## config.mk

```make
export PLATFORM = sky130hd
export DESIGN_NAME = ic_cpu_bus_router
export DESIGN_NICKNAME = d
export VERILOG_FILES = /design/src/rtl/ic_cpu_bus_router.sv
export SDC_FILE = /design/constraint.sdc
export NUM_CORES = 1
export LEC_CHECK = 0
export CORE_AREA = 2 2 125 127
export DETAILED_ROUTE_END_ITERATION = 8
export DIE_AREA = 0 0 127 129
export PLACE_DENSITY_LB_ADDON = 0.2
export SYNTH_ARGS = -nofsm -noshare
export SYNTH_HDL_FRONTEND = slang
export SYNTH_SLANG_ARGS = --single-unit
export TNS_END_PERCENT = 10
```

## constraint.sdc

```tcl
create_clock -name g_clk -period 5.03 [get_ports g_clk]
set_clock_uncertainty 0.1 [all_clocks]
set_input_delay 1.006 -clock g_clk [delete_from_list [all_inputs] [get_ports g_clk]]
set_output_delay 1.006 -clock g_clk [all_outputs]
set_load 0.02 [all_outputs]
```

## src/rtl/ic_cpu_bus_router.sv

```systemverilog
// rtl/ic_cpu_bus_router.sv - single-initiator address router to two ic bridges with in-order responses
//
// Decodes each CPU request against two base/mask windows and forwards it to
// target 0, target 1, or answers it locally with an error when unmapped.
// A small route FIFO remembers where each accepted request went so responses
// are returned to the CPU strictly in request order.
//
// Ports:
//   g_clk, g_resetn                 clock, synchronous active-low reset
//   cpu_req/gnt/wen/strb/wdata/addr CPU request channel
//   cpu_recv/ack/error/rdata        CPU response channel
//   tN_req/gnt/wen/strb/wdata/addr  target N request channel (N = 0, 1)
//   tN_recv/ack/error/rdata         target N response channel
module ic_cpu_bus_router #(
    parameter logic [31:0] T0_BASE = 32'h0000_0000,
    parameter logic [31:0] T0_MASK = 32'hFFFF_0000,
    parameter logic [31:0] T1_BASE = 32'h0001_0000,
    parameter logic [31:0] T1_MASK = 32'hFFFF_0000,
    parameter int          DEPTH   = 2
) (
    input  logic        g_clk,
    input  logic        g_resetn,
    input  logic        cpu_req,
    output logic        cpu_gnt,
    input  logic        cpu_wen,
    input  logic [3:0]  cpu_strb,
    input  logic [31:0] cpu_wdata,
    input  logic [31:0] cpu_addr,
    output logic        cpu_recv,
    input  logic        cpu_ack,
    output logic        cpu_error,
    output logic [31:0] cpu_rdata,
    output logic        t0_req,
    input  logic        t0_gnt,
    output logic        t0_wen,
    output logic [3:0]  t0_strb,
    output logic [31:0] t0_wdata,
    output logic [31:0] t0_addr,
    input  logic        t0_recv,
    output logic        t0_ack,
    input  logic        t0_error,
    input  logic [31:0] t0_rdata,
    output logic        t1_req,
    input  logic        t1_gnt,
    output logic        t1_wen,
    output logic [3:0]  t1_strb,
    output logic [31:0] t1_wdata,
    output logic [31:0] t1_addr,
    input  logic        t1_recv,
    output logic        t1_ack,
    input  logic        t1_error,
    input  logic [31:0] t1_rdata
);

    localparam int PW = (DEPTH > 1) ? $clog2(DEPTH) : 1;
    localparam int CW = PW + 1;
    localparam logic [CW-1:0] FULL_CNT = CW'(DEPTH);

    typedef enum logic [1:0] {
        ROUTE_T0  = 2'd0,
        ROUTE_T1  = 2'd1,
        ROUTE_ERR = 2'd2
    } route_t;

    route_t        route_fifo [DEPTH];
    logic [PW-1:0] wr_ptr;
    logic [PW-1:0] rd_ptr;
    logic [CW-1:0] count;

    route_t route;
    route_t head;
    logic   full;
    logic   empty;
    logic   push;
    logic   pop;

    // Target 0 wins when both windows match.
    always_comb begin
        if ((cpu_addr & T0_MASK) == T0_BASE) begin
            route = ROUTE_T0;
        end else if ((cpu_addr & T1_MASK) == T1_BASE) begin
            route = ROUTE_T1;
        end else begin
            route = ROUTE_ERR;
        end
    end

    assign full  = (count == FULL_CNT);
    assign empty = (count == '0);
    assign head  = route_fifo[rd_ptr];

    // Grant depends only on occupancy and target grant, never on cpu_ack,
    // so a full FIFO stays closed even in a cycle that pops.
    always_comb begin
        cpu_gnt = 1'b0;
        if (!full) begin
            case (route)
                ROUTE_T0: cpu_gnt = t0_gnt;
                ROUTE_T1: cpu_gnt = t1_gnt;
                default:  cpu_gnt = 1'b1;
            endcase
        end
    end

    assign t0_req   = cpu_req && (route == ROUTE_T0) && !full;
    assign t1_req   = cpu_req && (route == ROUTE_T1) && !full;
    assign t0_wen   = cpu_wen;
    assign t0_strb  = cpu_strb;
    assign t0_wdata = cpu_wdata;
    assign t0_addr  = cpu_addr;
    assign t1_wen   = cpu_wen;
    assign t1_strb  = cpu_strb;
    assign t1_wdata = cpu_wdata;
    assign t1_addr  = cpu_addr;

    // Only the head target sees cpu_ack; the other one must hold its
    // response, which is what keeps return order equal to request order.
    always_comb begin
        cpu_recv  = 1'b0;
        cpu_error = 1'b0;
        cpu_rdata = 32'h0;
        t0_ack    = 1'b0;
        t1_ack    = 1'b0;
        if (!empty) begin
            case (head)
                ROUTE_T0: begin
                    cpu_recv  = t0_recv;
                    cpu_error = t0_error;
                    cpu_rdata = t0_rdata;
                    t0_ack    = cpu_ack;
                end
                ROUTE_T1: begin
                    cpu_recv  = t1_recv;
                    cpu_error = t1_error;
                    cpu_rdata = t1_rdata;
                    t1_ack    = cpu_ack;
                end
                default: begin
                    cpu_recv  = 1'b1;
                    cpu_error = 1'b1;
                end
            endcase
        end
    end

    assign push = cpu_req && cpu_gnt;
    assign pop  = !empty && cpu_recv && cpu_ack;

    // Entry storage needs no reset: an entry is only read once count covers it.
    always_ff @(posedge g_clk) begin
        if (push) begin
            route_fifo[wr_ptr] <= route;
        end
    end

    // DEPTH is a power of two, so pointer overflow is the modulo wrap.
    always_ff @(posedge g_clk) begin
        if (!g_resetn) begin
            wr_ptr <= '0;
            rd_ptr <= '0;
            count  <= '0;
        end else begin
            if (push) begin
                wr_ptr <= wr_ptr + PW'(1);
            end
            if (pop) begin
                rd_ptr <= rd_ptr + PW'(1);
            end
            case ({push, pop})
                2'b10:   count <= count + CW'(1);
                2'b01:   count <= count - CW'(1);
                default: count <= count;
            endcase
        end
    end

endmodule
```

==> summary.md, run 1 <==
| Metric | Value |
|---|---|
| Dominant combinational cell family by area after synthesis | `buffers and inverters` |
| CP arrival | `around 3.1 ns` |
| Share of the core filled with cells | `between 10% and 20%` |
| Vertical extent of the die | `about 130 µm` |
| DRT iter0 DRCs | `61` |
| Grt ovf | `0` |
| CTS tree | `built` |
| Compound-cell area share of the yosys netlist | `between 10% and 20%` |
| Commonest cells after routing, fill and taps aside | `clkdlybuf4s50_1, nor2_1, a22oi_1` |
| Max Slew Vio Count | `0` |
| Total setup buffers inserted after CTS | `0` |
| Multiplexer area fraction after synthesis | `under 10%` |
| Element type at the critical path end | `primary output` |
| Run status | `finished clean` |
| Number of buffers added by the clock tree synthesis step | `3` |
| Worst-skew pair later-pin latency | `approximately 0.23 ns` |
| Max-capacitance violation count | `0` |
| Number of hold violations in the final report | `0` |
| Adder-cell area share of the yosys netlist | `less than 1%` |
| Residual antenna-violating net count after detailed routing | `0` |
| FF-to-FF setup slack | `~2.4 ns` |
| Most common library cell in the layout ignoring fill and taps | `clkdlybuf4s50_1` |
| Number of antenna repair diodes | `0` |
| Global-route wire length before repair | `~11000 µm` |
| Core area | `15000 µm²` |
| Final worst-path cycle share | `between 80% and 90%` |
| Total detailed-routing wirelength | `around 7700 µm` |
| Die X-Extent | `around 130 µm` |
| Count of buffers from port buffering | `160` |
| Post-synthesis register bit count | `9` |
| Crit path launch type | `input port` |
| Worst voltage drop across the vdd grid | `0.149 mV` |
| Synth warnings | `0` |
| Transition time at the pin with the least slew margin | `between 1 and 1.5 ns` |
| Areal power density over the cells | `~210 nW/µm²` |
| Resized cells post-CTS | `0` |
| First drt pass iteration count | `5` |
| Layout filler cell count | `~1700` |
| Fin Setup TNS | `0 ns` |
| Pin count of the biggest net entering global routing | `35` |
| Layout overhead on the synthesized area | `41.4%` |
| Starting density of the core | `roughly 14%` |
| Portion of the post-synthesis area used by sequential elements | `between 10% and 20%` |
| Half-perimeter wire length after detailed placement | `around 6600 µm` |
| Shortest period the worst path allows | `4.18 ns` |
| Fraction of registers with async set or reset after synthesis | `0%` |
| Leakage Power | `about 0.0009 µW` |
| Via density per instance | `3.74` |
| Post-Syn Nets | `418` |
| Combined area of all synthesized cells | `2060 µm²` |
| Basic-gate share of the synthesized area counting and, or, nand and nor cells | `~14%` |
| Crit-path slowest cell | `clkdlybuf4s50_1` |
| DR vias | `roughly 1800` |
| Number of antenna violations at the first check in global routing | `0` |
| Die Area | `16400 µm²` |
| Parity-gate share of the synthesized area counting xor and xnor cells | `less than 1%` |
| Level count of the clock H-tree | `1` |
| Number of library cell types mapped by synthesis | `37` |
| Number of global-route vias before repair | `1842` |
| Maximum cell stage delay along the critical path | `roughly 0.69 ns` |
| Std-Cell Rows | `45` |
| Post-DR wirelength/cell | `16.1 µm` |
| # IOs | `320` |
| WHS | `0.374 ns` |
| Net count of the finished layout | `437` |
| Endpoint required time on the critical path | `around 3.9 ns` |
| Final setup fails | `0` |
| Clock-pin transition on the worst setup and hold timing paths | `about 0.040 ns` |
| Setup repair after global routing missed its margin | `false` |
| Mean instance size in the synthesized netlist | `between 7 and 8 µm²` |
| CP Max Fanout | `5` |
| Mapped Cells | `about 270` |
| DRC | `0` |
| Most used cell, CP | `clkdlybuf4s50_1` |
| Hold-fix buffers at CTS | `0` |
| Predominant post-synthesis flop cell | `dfxtp_1` |
| Clk root buf | `clkbuf_16` |
| Crit path cell chain | `clkdlybuf4s50_1 > nor4_2 > nand2_1 > nor4b_1 > clkdlybuf4s50_1` |
| Layout cell share with drive strength beyond 1 | `about 4.1%` |
| Buffers from clock root to sink, at most | `2` |
| Number of enable flip-flop cells after synthesis | `4` |
| Worst rel slew slack | `approximately a third` |
| Global-route usage over all layers | `8.47%` |
| Hold crit path type | `flip-flop to flip-flop` |
| Final GP Congestion | `0.714` |
| Crit path kind | `input port to primary output` |
| Maximum clock frequency | `about 0.24 GHz` |
| CTS sink count | `9` |
==> kinds of logic after synthesis <==
kind of cell	after synthesis
simple gates	61
buf+inv	151
compound gates	47
xor+xnor	2
mux	3
fa+ha+maj	1
flops	9
==> through the flow <==
| stage | worst slack, ns | cell area (µm²) | std cells | total power (µW) |
|---|---|---|---|---|
| after CTS | 0.800 | 2910 | 480 | 646 |
| after floorplan | 1.76 | 2060 | 274 | 447 |
| after global placement | 0.851 | 2830 | 476 | 497 |
| final | 0.851 | 2910 | 480 | 626 |
| after global routing | 0.743 | 2910 | 480 | 672 |
| after detailed placement | 0.830 | 2830 | 476 | 502 |
==> report_power, final <==
group	switching [µW]	leakage, µW	internal (µW)
registers	25.2	0.0000739	97.6
logic	193	0.000784	172
clock network	32.1	0.0000382	106
total	250	0.000897	375
==> critical path, delay by kind of cell <==
kind                   cells  cell delay [ns]
buffers and inverters      2             1.14
AND/OR/NAND/NOR            3             0.93
==> worst paths after layout <==
check        cells after the start        end             start
min                              2  flip-flop            rd_ptr
max                              5     t0_req      cpu_addr[17]
min reg2reg                      2  flip-flop            rd_ptr
max reg2reg                      6   count[1]  route_fifo[0][0]
==> cell type report <==
| type | count | area, µm² | area share, % |
|---|---|---|---|
| timing repair buffer | 161 | 1610 | 55.2 |
| multi-input combinational | 114 | 754 | 25.9 |
| tap | 188 | 235 | 8.08 |
| sequential | 9 | 220 | 7.56 |
| clock buffer | 4 | 78.8 | 2.71 |
| inverter | 4 | 15.0 | 0.515 |
==> synthesized netlist by cell type (2+ instances only) <==
cell type / count / area share (%)
mux2i_1: 2 / 0.97
clkbuf_1: 3 / 0.55
nor4_2: 2 / 1.2
dfxtp_1: 5 / 4.9
buf_2: 3 / 0.73
a22oi_1: 32 / 12
o21ai_0: 2 / 0.49
and2_1: 3 / 0.91
xnor2_1: 2 / 0.85
nor2_1: 39 / 7.1
buf_4: 141 / 51
edfxtp_1: 4 / 5.8
nand2b_1: 4 / 1.2
inv_1: 4 / 0.73
nand2_1: 6 / 1.1
==> metal layers <==
layer,vias up,wire length [µm],GRT usage (%)
met3,14,1170,4.07
met4,0,124,1.94
met5,-,0,0
met1,744,2590,8.45
met2,206,3850,15.9
li1,829,-,-
No activity file was read; power rests on OpenSTA's default activity.
==> inputs of run 2 (changes only) <==
--- a/config.mk
+++ b/config.mk
@@ -5,9 +5,9 @@
 export SDC_FILE = /design/constraint.sdc
 export NUM_CORES = 1
 export LEC_CHECK = 0
-export CORE_AREA = 2 2 125 127
+export CORE_AREA = 2 2 123 125
 export DETAILED_ROUTE_END_ITERATION = 8
-export DIE_AREA = 0 0 127 129
+export DIE_AREA = 0 0 125 127
 export PLACE_DENSITY_LB_ADDON = 0.2
 export SYNTH_ARGS = -nofsm -noshare
 export SYNTH_HDL_FRONTEND = slang
==> constraint.sdc (replaced) <==
create_clock -name g_clk -period 4 [get_ports g_clk]
set_clock_uncertainty 0.1 [all_clocks]
set_input_delay 0.8 -clock g_clk [delete_from_list [all_inputs] [get_ports g_clk]]
set_output_delay 0.8 -clock g_clk [all_outputs]
set_load 0.02 [all_outputs]
==> summary.md, run 2 (synthesized netlist as in run 1, its figures left out) <==
| Metric | Value |
|---|---|
| Setup WS pre-CTS | `~0.29 ns` |
| Total detailed-routing wirelength | `8070 µm` |
| Die X-Extent | `approximately 130 µm` |
| Shortest period the worst path allows | `~3.7 ns` |
| Layout cell share with drive strength beyond 1 | `under 10%` |
| Half-perimeter wire length after detailed placement | `a little under 7000 µm` |
| Vertical extent of the die | `between 100 and 150 µm` |
| Number of global-route vias before repair | `about 1900` |
| Metal3 WL | `1080 µm` |
| FF-to-FF setup slack | `between 1.5 and 2 ns` |
| Level count of the clock H-tree | `1` |
| Number of antenna violations at the first check in global routing | `0` |
| Count of buffers from port buffering | `160` |
| Topmost layer with routed signal wires | `met4` |
| Worst-skew pair later-pin latency | `about 0.23 ns` |
| Hold-fix buffers at CTS | `0` |
| Net count of the finished layout | `roughly 440` |
| Post-DR wirelength/cell | `between 15 and 20 µm` |
| Global-route usage over all layers | `under 10%` |
| Element type at the critical path end | `primary output` |
| Final setup fails | `0` |
| Area taken by multi-input logic gates | `between 700 and 800 µm²` |
| Global-route wire length before repair | `11200 µm` |
| Worst Setup Slack, final | `about 0.31 ns` |
| Layout filler cell count | `1589` |
| Pin count of the biggest net entering global routing | `35` |
| First drt pass iteration count | `4` |
| Areal power density over the cells | `roughly 270 nW/µm²` |
| Wire length on met1 | `about 3000 µm` |
| Leakage Power | `0.000908 µW` |
| Final Total Pwr | `793 µW` |
| Setup repair after global routing missed its margin | `false` |
| Worst rel slew slack | `58.7%` |
| # IOs | `320` |
| Maximum clock frequency | `0.271 GHz` |
| Met2 Wirelength | `about 4000 µm` |
| CP arrival | `between 2 and 3 ns` |
| Layout overhead on the synthesized area | `42.3%` |
| Reg-to-reg critical path endpoint | `count[1]` |
| Residual antenna-violating net count after detailed routing | `0` |
| Number of hold violations in the final report | `0` |
| Starting density of the core | `between 10% and 20%` |
| Max Slew Vio Count | `0` |
| Worst Setup EP | `t1_req` |
| Final worst-path cycle share | `92.2%` |
| Crit path launch type | `input port` |
| Total setup buffers inserted after CTS | `0` |
| Crit. Startpoint | `cpu_addr[25]` |
| Hold crit path type | `flip-flop to flip-flop` |
| DRC | `0` |
| Crit path kind | `input port to primary output` |
| Worst voltage drop across the vdd grid | `between 0.15 and 0.2 mV` |
| Via density per instance | `around 3.7` |
| Commonest cells after routing, fill and taps aside | `clkdlybuf4s50_1, nor2_1, a22oi_1` |
| Buffers from clock root to sink, at most | `2` |
| Grt ovf | `0` |
| Clock-pin transition on the worst setup and hold timing paths | `~0.04 ns` |
| DR vias | `1789` |
| Cells on worst reg2reg path | `7` |
| CTS tree | `built` |
| CTS sink count | `9` |
| Core area | `roughly 14000 µm²` |
| Resized cells post-CTS | `0` |
| CP Max Fanout | `5` |
| Most common library cell in the layout ignoring fill and taps | `clkdlybuf4s50_1` |
| Clk root buf | `clkbuf_16` |
| Max-capacitance violation count | `0` |
| Std-Cell Rows | `44` |
| Final GP Congestion | `between 0.7 and 0.8` |
| Sequential standard cell area | `between 200 and 250 µm²` |
| Endpoint required time on the critical path | `between 3 and 4 ns` |
| Number of antenna repair diodes | `0` |
| Transition time at the pin with the least slew margin | `around 0.6 ns` |
| Die Area | `between 15000 and 20000 µm²` |
| DRT iter0 DRCs | `55` |
| Run status | `finished clean` |
| Number of buffers added by the clock tree synthesis step | `3` |
| Fin Setup TNS | `0 ns` |
run 2: cell types whose count changed in the layout (fill, tap and decap cells not counted):
cell,delta
buf_12,+1
buf_4,+1
nor2_2,+1
nor2_4,-1
run 2: worst min-delay path by stage:
| stage | start | end | slack (ns) | cells after the start |
|---|---|---|---|---|
| 4_1_cts | rd_ptr | rd_ptr | 0.38 | 2 |
| 3_3_place_gp | rd_ptr | rd_ptr | 0.36 | 2 |
| 5_1_grt | rd_ptr | rd_ptr | 0.41 | 2 |
| 2_1_floorplan | rd_ptr | flip-flop | 0.35 | 2 |
| 6_report | rd_ptr | rd_ptr | 0.38 | 2 |
| 3_5_place_dp | rd_ptr | rd_ptr | 0.38 | 2 |
run 2: layout make-up:
cell class	instances	share of cell area [%]
Clock buffer	4	2.69
Inverter	4	0.512
Tap cell	184	7.86
Multi-Input combinational cell	114	25.6
Sequential cell	9	7.51
Timing Repair Buffer	163	55.8
run 2: per-stage QoR:
step	hold slack, ns	cells	utilization, %	area [µm²]
finish	0.375	478	20.3	2930
global route	0.410	478	20.3	2930
CTS	0.383	478	20.3	2930
detailed placement	0.380	474	19.8	2850
global placement	0.362	474	19.8	2850
floorplan	0.352	274	-	2060
run 2: worst max-delay path, cell delays in order:
cell and delay [ns]:
clkdlybuf4s50_1 0.44, nor4_1 0.34, nand2_1 0.18, nor2_1 0.22, and3_1 0.19, clkdlybuf4s50_1 0.61
run 2: where the power goes:
part | leakage [µW] | total (µW) | internal [µW] | switching [µW]
Combinational | 0.000796 | 474 | 224 | 250
Sequential | 0.0000739 | 150 | 123 | 27.6
Clock | 0.0000382 | 169 | 133 | 36.7
Total | 0.000908 | 793 | 479 | 314
run 2: routing by layer:
| metal | up-vias | global-route usage (%) |
|---|---|---|
| met5 | - | 0 |
| li1 | 835 | - |
| met1 | 748 | 9.49 |
| met3 | 15 | 4.82 |
| met4 | 0 | 1.05 |
| met2 | 191 | 16.3 |
